[src/rtl/cpu_pkg.sv]
// Shared fetch-side definitions: default PC vectors and the sequencer state encoding.
// Latency: n/a (constants and types only).
// Backpressure: n/a.
package cpu_pkg;

    localparam logic [31:0] RESET_PC_DEF   = 32'h0040_0000;
    localparam logic [31:0] EXC_VECTOR_DEF = 32'h0040_0004;

    typedef enum logic {
        SEQ  = 1'b0,
        SLOT = 1'b1
    } pc_state_t;

endpackage

[src/rtl/pc_target_calc.sv]
// Redirect target selection for J, branch and JR requests (jr > jump > branch).
// Latency: purely combinational.
// Backpressure: none; the caller decides whether the result is consumed.
module pc_target_calc
    import cpu_pkg::*;
(
    input  logic [31:0] pc_plus4,
    input  logic [25:0] instr_index,
    input  logic [15:0] branch_offset,
    input  logic [31:0] jr_target,
    input  logic        jump,
    input  logic        branch_taken,
    input  logic        jr,
    output logic [31:0] target,
    output logic        redirect,
    output logic        misaligned
);

    logic [31:0] j_target;
    logic [31:0] br_target;

    assign j_target  = {pc_plus4[31:28], instr_index, 2'b00};
    assign br_target = pc_plus4 + {{14{branch_offset[15]}}, branch_offset, 2'b00};

    always_comb begin
        target = pc_plus4;
        if (jr) begin
            target = jr_target;
        end else if (jump) begin
            target = j_target;
        end else if (branch_taken) begin
            target = br_target;
        end
    end

    assign redirect   = jr | jump | branch_taken;
    // A misaligned JR target is flagged but still followed; the fault is raised later.
    assign misaligned = jr & (jr_target[1:0] != 2'b00);

endmodule

[src/rtl/pc_sequencer.sv]
// Owns the architectural PC; handles redirects with a MIPS delay slot, exceptions and ERET.
// Latency: redirect at cycle N -> delay slot at N+1, target at N+2.
// Backpressure: stall freezes PC/state/target; exc and eret still act under stall.
module pc_sequencer
    import cpu_pkg::*;
#(
    parameter logic [31:0] RESET_PC   = RESET_PC_DEF,
    parameter logic [31:0] EXC_VECTOR = EXC_VECTOR_DEF
) (
    input  logic        clk,
    input  logic        rst_n,
    input  logic        stall,
    input  logic        jump,
    input  logic [25:0] instr_index,
    input  logic        branch_taken,
    input  logic [15:0] branch_offset,
    input  logic        jr,
    input  logic [31:0] jr_target,
    input  logic        exc,
    input  logic        eret,
    input  logic [31:0] epc_in,
    output logic [31:0] pc,
    output logic [31:0] pc_plus4,
    output logic        in_delay_slot,
    output logic        slot_err,
    output logic        adel
);

    pc_state_t   state;
    logic [31:0] target_q;
    logic [31:0] calc_target;
    logic        calc_redirect;
    logic        calc_misaligned;

    assign pc_plus4      = pc + 32'd4;
    assign in_delay_slot = (state == SLOT);

    pc_target_calc u_target_calc (
        .pc_plus4      (pc_plus4),
        .instr_index   (instr_index),
        .branch_offset (branch_offset),
        .jr_target     (jr_target),
        .jump          (jump),
        .branch_taken  (branch_taken),
        .jr            (jr),
        .target        (calc_target),
        .redirect      (calc_redirect),
        .misaligned    (calc_misaligned)
    );

    always_ff @(posedge clk or negedge rst_n) begin
        if (!rst_n) begin
            pc       <= RESET_PC;
            state    <= SEQ;
            target_q <= '0;
            slot_err <= 1'b0;
            adel     <= 1'b0;
        end else begin
            slot_err <= 1'b0;
            adel     <= 1'b0;
            if (exc) begin
                pc       <= EXC_VECTOR;
                state    <= SEQ;
                target_q <= '0;
            end else if (eret) begin
                pc       <= epc_in;
                state    <= SEQ;
                target_q <= '0;
            end else if (!stall) begin
                case (state)
                    SEQ: begin
                        pc <= pc_plus4;
                        if (calc_redirect) begin
                            target_q <= calc_target;
                            state    <= SLOT;
                            adel     <= calc_misaligned;
                        end
                    end
                    SLOT: begin
                        // Redirects decoded in the slot itself are illegal and dropped.
                        pc       <= target_q;
                        state    <= SEQ;
                        slot_err <= calc_redirect;
                    end
                    default: begin
                        pc    <= pc_plus4;
                        state <= SEQ;
                    end
                endcase
            end
        end
    end

endmodule
[config.mk]
export PLATFORM = sky130hd
export DESIGN_NAME = pc_sequencer
export DESIGN_NICKNAME = d
export VERILOG_FILES = /design/src/rtl/cpu_pkg.sv /design/src/rtl/pc_target_calc.sv /design/src/rtl/pc_sequencer.sv
export SDC_FILE = /design/constraint.sdc
export NUM_CORES = 1
export LEC_CHECK = 0
export BUFFER_PORTS_ARGS = -buffer_cell sky130_fd_sc_hd__buf_2
export CAP_MARGIN = 5
export CORE_MARGIN = 4
export CORE_UTILIZATION = 24
export DETAILED_ROUTE_END_ITERATION = 10
export SLEW_MARGIN = 0
export SYNTH_ARGS = -nofsm -noshare
export SYNTH_HDL_FRONTEND = slang
export SYNTH_HIERARCHICAL = 1
export SYNTH_SLANG_ARGS = --single-unit
export TNS_END_PERCENT = 20
[constraint.sdc]
create_clock -name clk -period 4.5 [get_ports clk]
set_clock_uncertainty 0.05 [all_clocks]
set_input_delay 1.125 -clock clk [delete_from_list [all_inputs] [get_ports clk]]
set_output_delay 1.125 -clock clk [all_outputs]
set_load 0.02 [all_outputs]
; Word-level counts from Yosys, hierarchy flattened
; Cells that the tools add are included.
[classes]
muxes = 26
reduce_logical = 3
add_sub_neg = 2
n_eq_ne = 2
n_bitwise = 4
[op_table]
columns = operator, count
row1 = 32-bit two-way mux, 11
row2 = 32-bit case mux with 2 select lines, 1
row3 = 32-bit by 3-bit adder with 32-bit output (second input constant), 1
row4 = 32-bit adder, 1
row5 = 1-bit two-way mux, 13
row6 = 3-bit by 1-bit inequality test with 1-bit output (second input constant), 1
row7 = 3-bit inequality test (second input constant), 1
row8 = 3-bit AND reduction, 1
row9 = 3-bit nonzero test, 1
row10 = 1-bit OR, 2
row11 = 1-bit case mux with 2 select lines, 1
row12 = 2-bit nonzero test, 1
row13 = 1-bit bitwise AND, 1
row14 = 1-bit NOT, 1
[totals]
regBits = 67
output_inout_bits = 67
inputBits = 114
elab_cells = 42

; Logic depth before layout (Yosys ltp)
; Gate-level depths: netlist of the first run.
[depth]
depth_word = 10
mapped_depth = 17
depth_no_buf = 15

; Cells and area by module
; The synthesis of the first run kept the hierarchy.
[by_module_without_submodules]
columns = mod, cells_each, area_per_inst_um2, seq_area_each_um2, n_inst
row1 = pc_sequencer, 410, 3883.7, 1677.9, 1
row2 = pc_target_calc, 382, 2637.5, 0.0, 1

; Least setup slack after synthesis of the first run
; Ideal clock, no wire load.
[synth_path]
path_kind = reg2reg
from = reg pc[2]
to = reg target_q[21]
slack_ns = 0.179
period_less_slack_ns = 4.321
t_required_ns = 4.384
t_arrival_ns = 4.205
path_stages_with_launch = 15
path_buffers = 0
setup_time_ns = 0.066
cell_sequence = dfrtp_1 > ha_1 > nand2_1 > nor4_1 > xor2_1 > ha_1 > a21o_1 > a21o_1 > a21oi_1 > nor2b_1 > a2111oi_4 > o21bai_2 > mux2_1 > a31oi_1 > a22o_1
[synth_via]
elab_chain_len = 10
[synth_rtl]
columns = item, line_no
row1 = "start, declared", pc_sequencer.sv:22  ; output logic [31:0] pc,
row2 = "start signal, assigned", pc_sequencer.sv:66  ; pc <= epc_in;
row3 = "start signal, assigned", pc_sequencer.sv:72  ; pc <= pc_plus4;
row4 = "start signal, assigned", pc_sequencer.sv:81  ; pc <= target_q;
row5 = 32-bit by 3-bit adder with 32-bit output, pc_sequencer.sv:35  ; assign pc_plus4 = pc + 32'd4;
row6 = via pc_plus4[16], pc_sequencer.sv:23  ; output logic [31:0] pc_plus4,
row7 = 32-bit adder, pc_target_calc.sv:23  ; assign br_target = pc_plus4 + {{14{branch_offset[15]}}, branch_offset, 2'b00};
row8 = 32-bit two-way mux, pc_target_calc.sv:31  ; end else if (branch_taken) begin
row9 = 32-bit two-way mux, pc_target_calc.sv:29  ; end else if (jump) begin
row10 = 32-bit two-way mux, pc_target_calc.sv:27  ; if (jr) begin
row11 = via calc_target[21], pc_sequencer.sv:31  ; logic [31:0] calc_target;
row12 = 32-bit two-way mux, pc_sequencer.sv:73  ; if (calc_redirect) begin
row13 = 32-bit two-way mux, pc_sequencer.sv:70  ; case (state)
row14 = 32-bit two-way mux, pc_sequencer.sv:69  ; end else if (!stall) begin
row15 = 32-bit two-way mux, pc_sequencer.sv:65  ; end else if (eret) begin
row16 = 32-bit two-way mux, pc_sequencer.sv:61  ; if (exc) begin
row17 = "end signal, assigned", pc_sequencer.sv:74  ; target_q <= calc_target;
row18 = "end, declared", pc_sequencer.sv:30  ; logic [31:0] target_q;
; The timed path passes the listed nets, and every way through them passes these cells. The select of a mux whose other input is x is not followed.
; A chain may end at the register's enable or synchronous reset.

; Final worst setup path of the first run
[layout_path]
from = reg pc[4]
to = reg target_q[21]
[layout_via]
elab_chain_len = 10
[layout_rtl]
columns = item, line_no
row1 = 32-bit by 3-bit adder with 32-bit output (*), pc_sequencer.sv:35
row2 = 32-bit adder, pc_target_calc.sv:23
row3 = 32-bit two-way mux (*), pc_target_calc.sv:31
row4 = 32-bit two-way mux (*), pc_target_calc.sv:29
row5 = 32-bit two-way mux (*), pc_target_calc.sv:27
row6 = via calc_target[21], pc_sequencer.sv:31
row7 = 32-bit two-way mux (*), pc_sequencer.sv:73
row8 = 32-bit two-way mux (*), pc_sequencer.sv:70
row9 = 32-bit two-way mux (*), pc_sequencer.sv:69
row10 = 32-bit two-way mux (*), pc_sequencer.sv:65
row11 = 32-bit two-way mux (*), pc_sequencer.sv:61
; Mark *: on every way through the listed nets, which the timed path passes. The rest lies on a longest branch. The select of a mux whose other input is x is not followed.

==> run summary, run 1 <==
Startpoint Class = flip-flop
Rel. slew slack = 49.9%
Simple-Gate Fraction of Synth Area = 20.1%
clock net sink count = 67
drt first pass iters = 5
WS Path Type = flip-flop to flip-flop
number of nets still failing antenna checks after routing = 0
Synth Area in XOR/XNOR = 6.31%
CTS tree = yes
Worst-Margin Slew = 749 ps
crit share post-route = 95.5%
Cell Area, Placed = 0.00778 mm²
gr usage total = 17.3%
met2 WL post-DR = 12,300 µm
post-layout net count = 1,106
most common cell after layout, fill and taps aside = buf_2
WP data arrival = 4530 ps
critical path's slowest cell = dfrtp_1
chip width = 173 µm
total grt overflow = 0
Worst setup EP type = flip-flop
DRT met1 WL = 11,600 µm
Starting Density = 24.3%
Final Cell Area = 0.00811 mm²
area grow syn2layout = 24.3%
mux contribution to synthesized area = 3.53%
H-tree depth = 3
type of the tightest min-delay check = flip-flop to flip-flop
P_leak = 3.81 nW
CP max stage delay = 480 ps
worst skew pair latency = 340 ps
syn nets = 937
Mean Syn Cell Area = 8.23 µm²
Post-synth EDFFs = 0
Req. time, crit path = 4730 ps
Peak VDD IR = 0.159 mV
dpl hpwl = 21,400 µm
sequential area share after synthesis = 25.7%
area share of fa/ha/maj cells after synthesis = 6.06%
R2R cell count = 14
worst-path maximum fanout = 10
CTS Buf Count = 9
unrepaired setup endpoints after global routing = false
max_cap viols = 0
Post-synth ARST share = 100%
Worst-path clk slew = 60 ps
core area = 0.0269 mm²
Final Setup Violations = 0
global placement routability congestion = 0.934
met3 wire len = 2170 µm
largest family of logic cells by synthesized area = compound AO/OA/AOI/OAI gates
commonest cells after routing, fill and taps aside = 180 x buf_2, 76 x a21oi_1, 66 x nand2_1, 66 x dfrtp_1, 58 x nor2_1
# diodes = 0
Die Height = 173 µm
Synth Instances = 792
final slew viol count = 0
Max Fclk = 233 MHz
Post-synth top flop = dfrtp_1
Syn. warnings = 6
largest net degree at the start of global routing = 47
routed vias = 7,054
Port Buffer Count = 180
top routing layer used = met5
status = completed
Routed WL per cell = 20.6 µm
Hold Fails Final Rpt = 0
initial antenna violation count = 2
row cnt = 60
final routed DRC violation total = 0
first-pass GRT wire length = 40,900 µm
Syn Std Cell Area = 0.00652 mm²
final setup TNS = 0 ps
Initial DRC Count = 614
Max Root-Sink Buffers = 2
Ports = 181
Synth Register Bits = 67
final WL = 26,900 µm
layout cell share with drive strength beyond 1 = 27.3%
post-synth cell types = 84
cell-by-cell trace of the critical path = nand3_2, nor4_4, buf_4, and2_1, xor2_1, ha_1, a21o_1, a21oi_1, nor2b_1, a2111oi_4, o21bai_2, mux2_1, a31oi_1, a22o_1
cell count of the worst hold path = 1
Tmin final = 4300 ps
ratio of total power to cell area = 271 mW/mm²
CTS root buf = clkbuf_16
compound-gate portion of the synthesized area = 31.7%
vias in the first global route = 6,814
vias per std cell = 5.40
die area = 0.0299 mm²
metrics by stage:
step	setup WS, ps	hold slack [ps]	utilization, %	power, mW	std cells
after floorplan	179	407	-	1.15	792
after global placement	396	438	28.9	1.41	1291
after detailed placement	307	436	28.9	1.41	1291
after CTS	261	452	30.2	2.20	1307
after global routing	14.0	473	30.2	2.31	1307
final	202	449	30.2	2.20	1307
layout make-up:
class | instances | area (µm²)
fill | 2925 | 18800
tap | 341 | 427
clock inverter | 5 | 85.1
multi-input combinational | 644 | 4420
timing repair buffer | 216 | 1170
inverter | 23 | 86.3
sequential | 67 | 1680
clock buffer | 11 | 243
synthesized netlist by cell type (all sizes together), types with 13 or more instances:
cell    count  area, µm²
a21oi      79        410
a21o       14        106
nor2b      14       87.6
mux2i      14        140
xor2       16        140
dfrtp      66       1650
a22o       37        324
buf        21        168
inv        23       86.3
nand2      66        248
nand4      14       87.6
a31oi      13       96.3
xnor2      31        272
and3       14       88.8
o21ai      56        280
ha         30        375
nand3      17        108
nor2       58        218
clkbuf     36        165
worst max-delay path: cells and delay by family (launching register included):
family	cells	cell delay, ps
multiplexers	1	350
buffers and inverters	1	260
flip-flops	1	480
adder cells (fa/ha/maj)	1	400
AND/OR/NAND/NOR	4	890
AO/OA/AOI/OAI	6	1350
XOR/XNOR	1	440
per-layer routing:
layer / GRT usage [%] / vias to the layer above
li1: - / 3305
met1: 23.3 / 3373
met2: 27.7 / 332
met3: 4.04 / 40
met4: 4.79 / 4
met5: 0 / -
cell families after synthesis:
| family | Yosys count |
|---|---|
| compound gates | 298 |
| xor+xnor | 47 |
| fa+ha+maj | 31 |
| buf+inv | 81 |
| flops | 67 |
| mux | 22 |
| simple gates | 246 |
registers in the layout, summed over array words and instances (netlist names):
signal	flops
target_q	32
in_delay_slot	1
slot_err	1
pc	32
adel	1
power by group:
| group | switching, mW | internal, mW | leakage [nW] | total (mW) |
|---|---|---|---|---|
| clock network | 0.288 | 0.504 | 0.156 | 0.791 |
| logic | 0.446 | 0.286 | 2.75 | 0.732 |
| registers | 0.0417 | 0.632 | 0.902 | 0.674 |
| total | 0.775 | 1.42 | 3.81 | 2.20 |
path summary, 6_finish.rpt:
kind,from,slack (ps),endpoint
min in group asynchronous,rst_n,690,pc[2]
worst min-delay path,target_q[3],450,target_q[3]
max in group asynchronous,rst_n,2700,target_q[16]
worst max-delay path,pc[4],200,target_q[21]
worst max register to register,pc[4],200,target_q[21]
worst min register to register,target_q[3],450,target_q[3]
repair_timing:
action | in CTS | in global routing
resized for setup | 0 | 0
hold buffers | 0 | 0
buffers inserted | 0 | 0
endpoints found under the setup margin | 0 | 1
No activity file was read; power rests on OpenSTA's default activity.
==> inputs of run 2 (changes only) <==
Settings changed: ABC_AREA set to 1, CORE_UTILIZATION 24 to 55, PLACE_DENSITY set to 0.82.
==> run summary, run 2 <==
biggest regs = pc (32), target_q (32) (unchanged)
Sw Pwr = 0.830 mW (was 0.775 mW)
Hold Fails Final Rpt = 0 (unchanged)
Post-CTS Repair Setup Buffers = 0 (unchanged)
CTS root buf = clkbuf_16 (unchanged)
area grow syn2layout = 19.1% (was 24.3%)
Rel. slew slack = 25.4% (was 49.9%)
Logic pwr share = 34.4% (was 33.3%)
largest net degree at the start of global routing = 68 (was 47)
clock net sink count = 67 (unchanged)
Startpoint Class = flip-flop (unchanged)
met3 wire len = 2900 µm (was 2170 µm)
Post-synth EDFFs = 0 (unchanged)
core area = 0.0126 mm² (was 0.0269 mm²)
dpl hpwl = 20,400 µm (was 21,400 µm)
row cnt = 41 (was 60)
Req. time, crit path = 4680 ps (was 4730 ps)
CTS Buf Count = 9 (unchanged)
final routed DRC violation total = 0 (unchanged)
most common cell after layout, fill and taps aside = nand2_1 (was buf_2)
Syn Std Cell Area = 0.00705 mm² (was 0.00652 mm²)
worst skew pair latency = 340 ps (about the same)
Post-synth ARST share = 100% (unchanged)
WS Path Type = flip-flop to flip-flop (unchanged)
Port Buffer Count = 180 (unchanged)
Final Setup Violations = 0 (unchanged)
Synth Instances = 1,199 (was 792)
Max Root-Sink Buffers = 2 (unchanged)
Syn. warnings = 6 (unchanged)
Peak VDD IR = 0.308 mV (was 0.159 mV)
Post-synth top flop = dfrtp_1 (unchanged)
met2 WL post-DR = 12,100 µm (was 12,300 µm)
layout cell share with drive strength beyond 1 = 18.6% (was 27.3%)
Max Fclk = 269 MHz (was 233 MHz)
Synth Register Bits = 67 (unchanged)
chip width = 121 µm (was 173 µm)
drt first pass iters = 6 (was 5)
P_leak = 4.69 nW (was 3.81 nW)
switching share of power = 37.2% (was 35.3%)
DRT met1 WL = 10,800 µm (was 11,600 µm)
type of the tightest min-delay check = flip-flop to flip-flop (unchanged)
Routed WL per cell = 17.2 µm (was 20.6 µm)
die area = 0.0147 mm² (was 0.0299 mm²)
Mean Syn Cell Area = 5.88 µm² (was 8.23 µm²)
final WL = 26,400 µm (was 26,900 µm)
Ports = 181 (unchanged)
Worst setup EP type = flip-flop (unchanged)
WP data arrival = 3890 ps (was 4530 ps)
Initial DRC Count = 937 (was 614)
Flop pwr share = 30.4% (was 30.7%)
Die Height = 121 µm (was 173 µm)
top routing layer used = met4 (was met5)
Final Cell Area = 0.00839 mm² (was 0.00811 mm²)
worst-path maximum fanout = 6 (was 10)
vias in the first global route = 7,883 (was 6,814)
number of hold buffers added after CTS = 0 (unchanged)
Worst-Margin Slew = 1120 ps (was 749 ps)
global placement routability congestion = 0.978 (was 0.934)
routed vias = 8,554 (was 7,054)
total grt overflow = 0 (unchanged)
cell-internal power = 1.40 mW (was 1.42 mW)
ratio of total power to cell area = 265 mW/mm² (was 271 mW/mm²)
Synth top area share = 23.4% (was 25.3%)
syn nets = 1,344 (was 937)
synth top area cells = dfrtp_1 23%, nand2_1 20%, inv_1 10% (was dfrtp_1 25%, a21oi_1 5.9%, ha_1 5.8%)
# diodes = 0 (unchanged)
sequential area share after synthesis = 23.8% (was 25.7%)
Worst-path clk slew = 60 ps (about the same)
number of nets still failing antenna checks after routing = 0 (unchanged)
Yosys top cell by area = dfrtp_1 (unchanged)
initial antenna violation count = 0 (was 2)
commonest cells after routing, fill and taps aside = 368 x nand2_1, 187 x inv_1, 180 x buf_2 (was 180 x buf_2, 76 x a21oi_1, 66 x nand2_1, 66 x dfrtp_1, 58 x nor2_1)
top-count cell post-synth = nand2_1 (was a21oi_1)
CTS tree = yes (unchanged)
first-pass GRT wire length = 40,800 µm (was 40,900 µm)
vias per std cell = 5.56 (was 5.40)
final slew viol count = 0 (unchanged)
Tmin final = 3710 ps (was 4300 ps)
Starting Density = 56.1% (was 24.3%)
Cell Area, Placed = 0.00807 mm² (was 0.00778 mm²)
Clk network pwr share = 35.2% (was 36.0%)
max_cap viols = 0 (unchanged)
final setup TNS = 0 ps (unchanged)
post-cts sizing count = 0 (unchanged)
Synth top cells by count = 368 x nand2_1, 187 x inv_1, 156 x nor2_1 (was 77 x a21oi_1, 66 x dfrtp_1, 66 x nand2_1)
crit share post-route = 82.5% (was 95.5%)
H-tree depth = 3 (unchanged)
gr usage total = 35.5% (was 17.3%)
unrepaired setup endpoints after global routing = false (unchanged)
post-layout net count = 1,507 (was 1,106)
post-synth cell types = 44 (was 84)
status = completed (unchanged)
-- run 2: changes by cell type in the layout (fill, tap and decap cells not counted), moves of 14 or more --
cell / change
a22o_1: -37
buf_4: -26
inv_1: +164
mux2i_1: -14
nand2_1: +302
nand2_2: +15
nand3_1: +43
nor2_1: +98
nor2b_1: -14
o21ai_0: +14
o22ai_1: +20
xnor2_1: -30
-- run 2: critical path, stage by stage, from the launching register on --
cell,delay [ps]
dfrtp_1,410
ha_1,220
nand2_2,90
nor2_2,160
nand2_2,160
nor2_1,210
nor2_1,70
or2_2,310
ha_1,400
nand2_2,110
nor2_2,230
inv_2,70
nor2_2,140
nand4_1,190
nand3_1,140
nand2_1,50
nand3_1,110
nand2_1,80
a21oi_1,150
inv_1,60
o22ai_1,180
-- run 2: worst paths after layout --
kind                             startpoint            to  slack [ps]  depth (start not counted)
worst min register to register  target_q[0]   target_q[0]         460                          2
worst min-delay path            target_q[0]   target_q[0]         460                          2
min in group asynchronous             rst_n  target_q[23]         910                          2
worst max-delay path                  pc[2]  target_q[21]         790                         20
worst max register to register        pc[2]  target_q[21]         790                         20
max in group asynchronous             rst_n        pc[20]        2850                          2
-- run 2: kinds of logic (layout without fill, tap and decap cells) --
kind of cell,Yosys count,in the layout,share of synthesized area (%)
DFF,67,67,23.8
and+or+nand+nor,649,649,38.8
buffers and inverters,228,395,12.6
xor gates and xnor gates,23,23,3.39
adders and majority gates,31,31,5.61
AOI/OAI and AO/OA,201,201,15.8
-- run 2: routing by layer --
layer | GRT usage (%) | vias to the layer above
met1 | 49.3 | 3897
met2 | 56.1 | 489
met4 | 11.6 | 0
met5 | 0 | -
met3 | 6.71 | 67
li1 | - | 4101
-- run 2: area by class of cell --
class / instances / area (µm²)
inverters: 190 / 713
clock buffers: 11 / 253
well taps: 172 / 215
multi-input cells: 904 / 4490
clock inverters: 4 / 73.8
repair buffers: 190 / 976
flip-flops and latches: 67 / 1680
fillers: 1197 / 4170
-- run 2: through the flow --
stage | power, mW | hold slack [ps] | std cells | setup slack, ps | util (%)
after floorplan | 1.17 | 429 | 1199 | 1260 | -
after global placement | 1.43 | 445 | 1523 | 969 | 64.2
after detailed placement | 1.43 | 453 | 1523 | 916 | 64.2
after global routing | 2.33 | 491 | 1538 | 620 | 66.8
after CTS | 2.21 | 465 | 1538 | 862 | 66.8
final | 2.23 | 460 | 1538 | 785 | 66.8
-- run 2: power groups by stage --
stage	Combinational, mW	Sequential (mW)	Clock, mW
finish	0.766	0.677	0.784
global route	0.844	0.680	0.810
CTS	0.751	0.675	0.780
detailed placement	0.745	0.685	0
global placement	0.741	0.684	0
floorplan	0.466	0.700	0
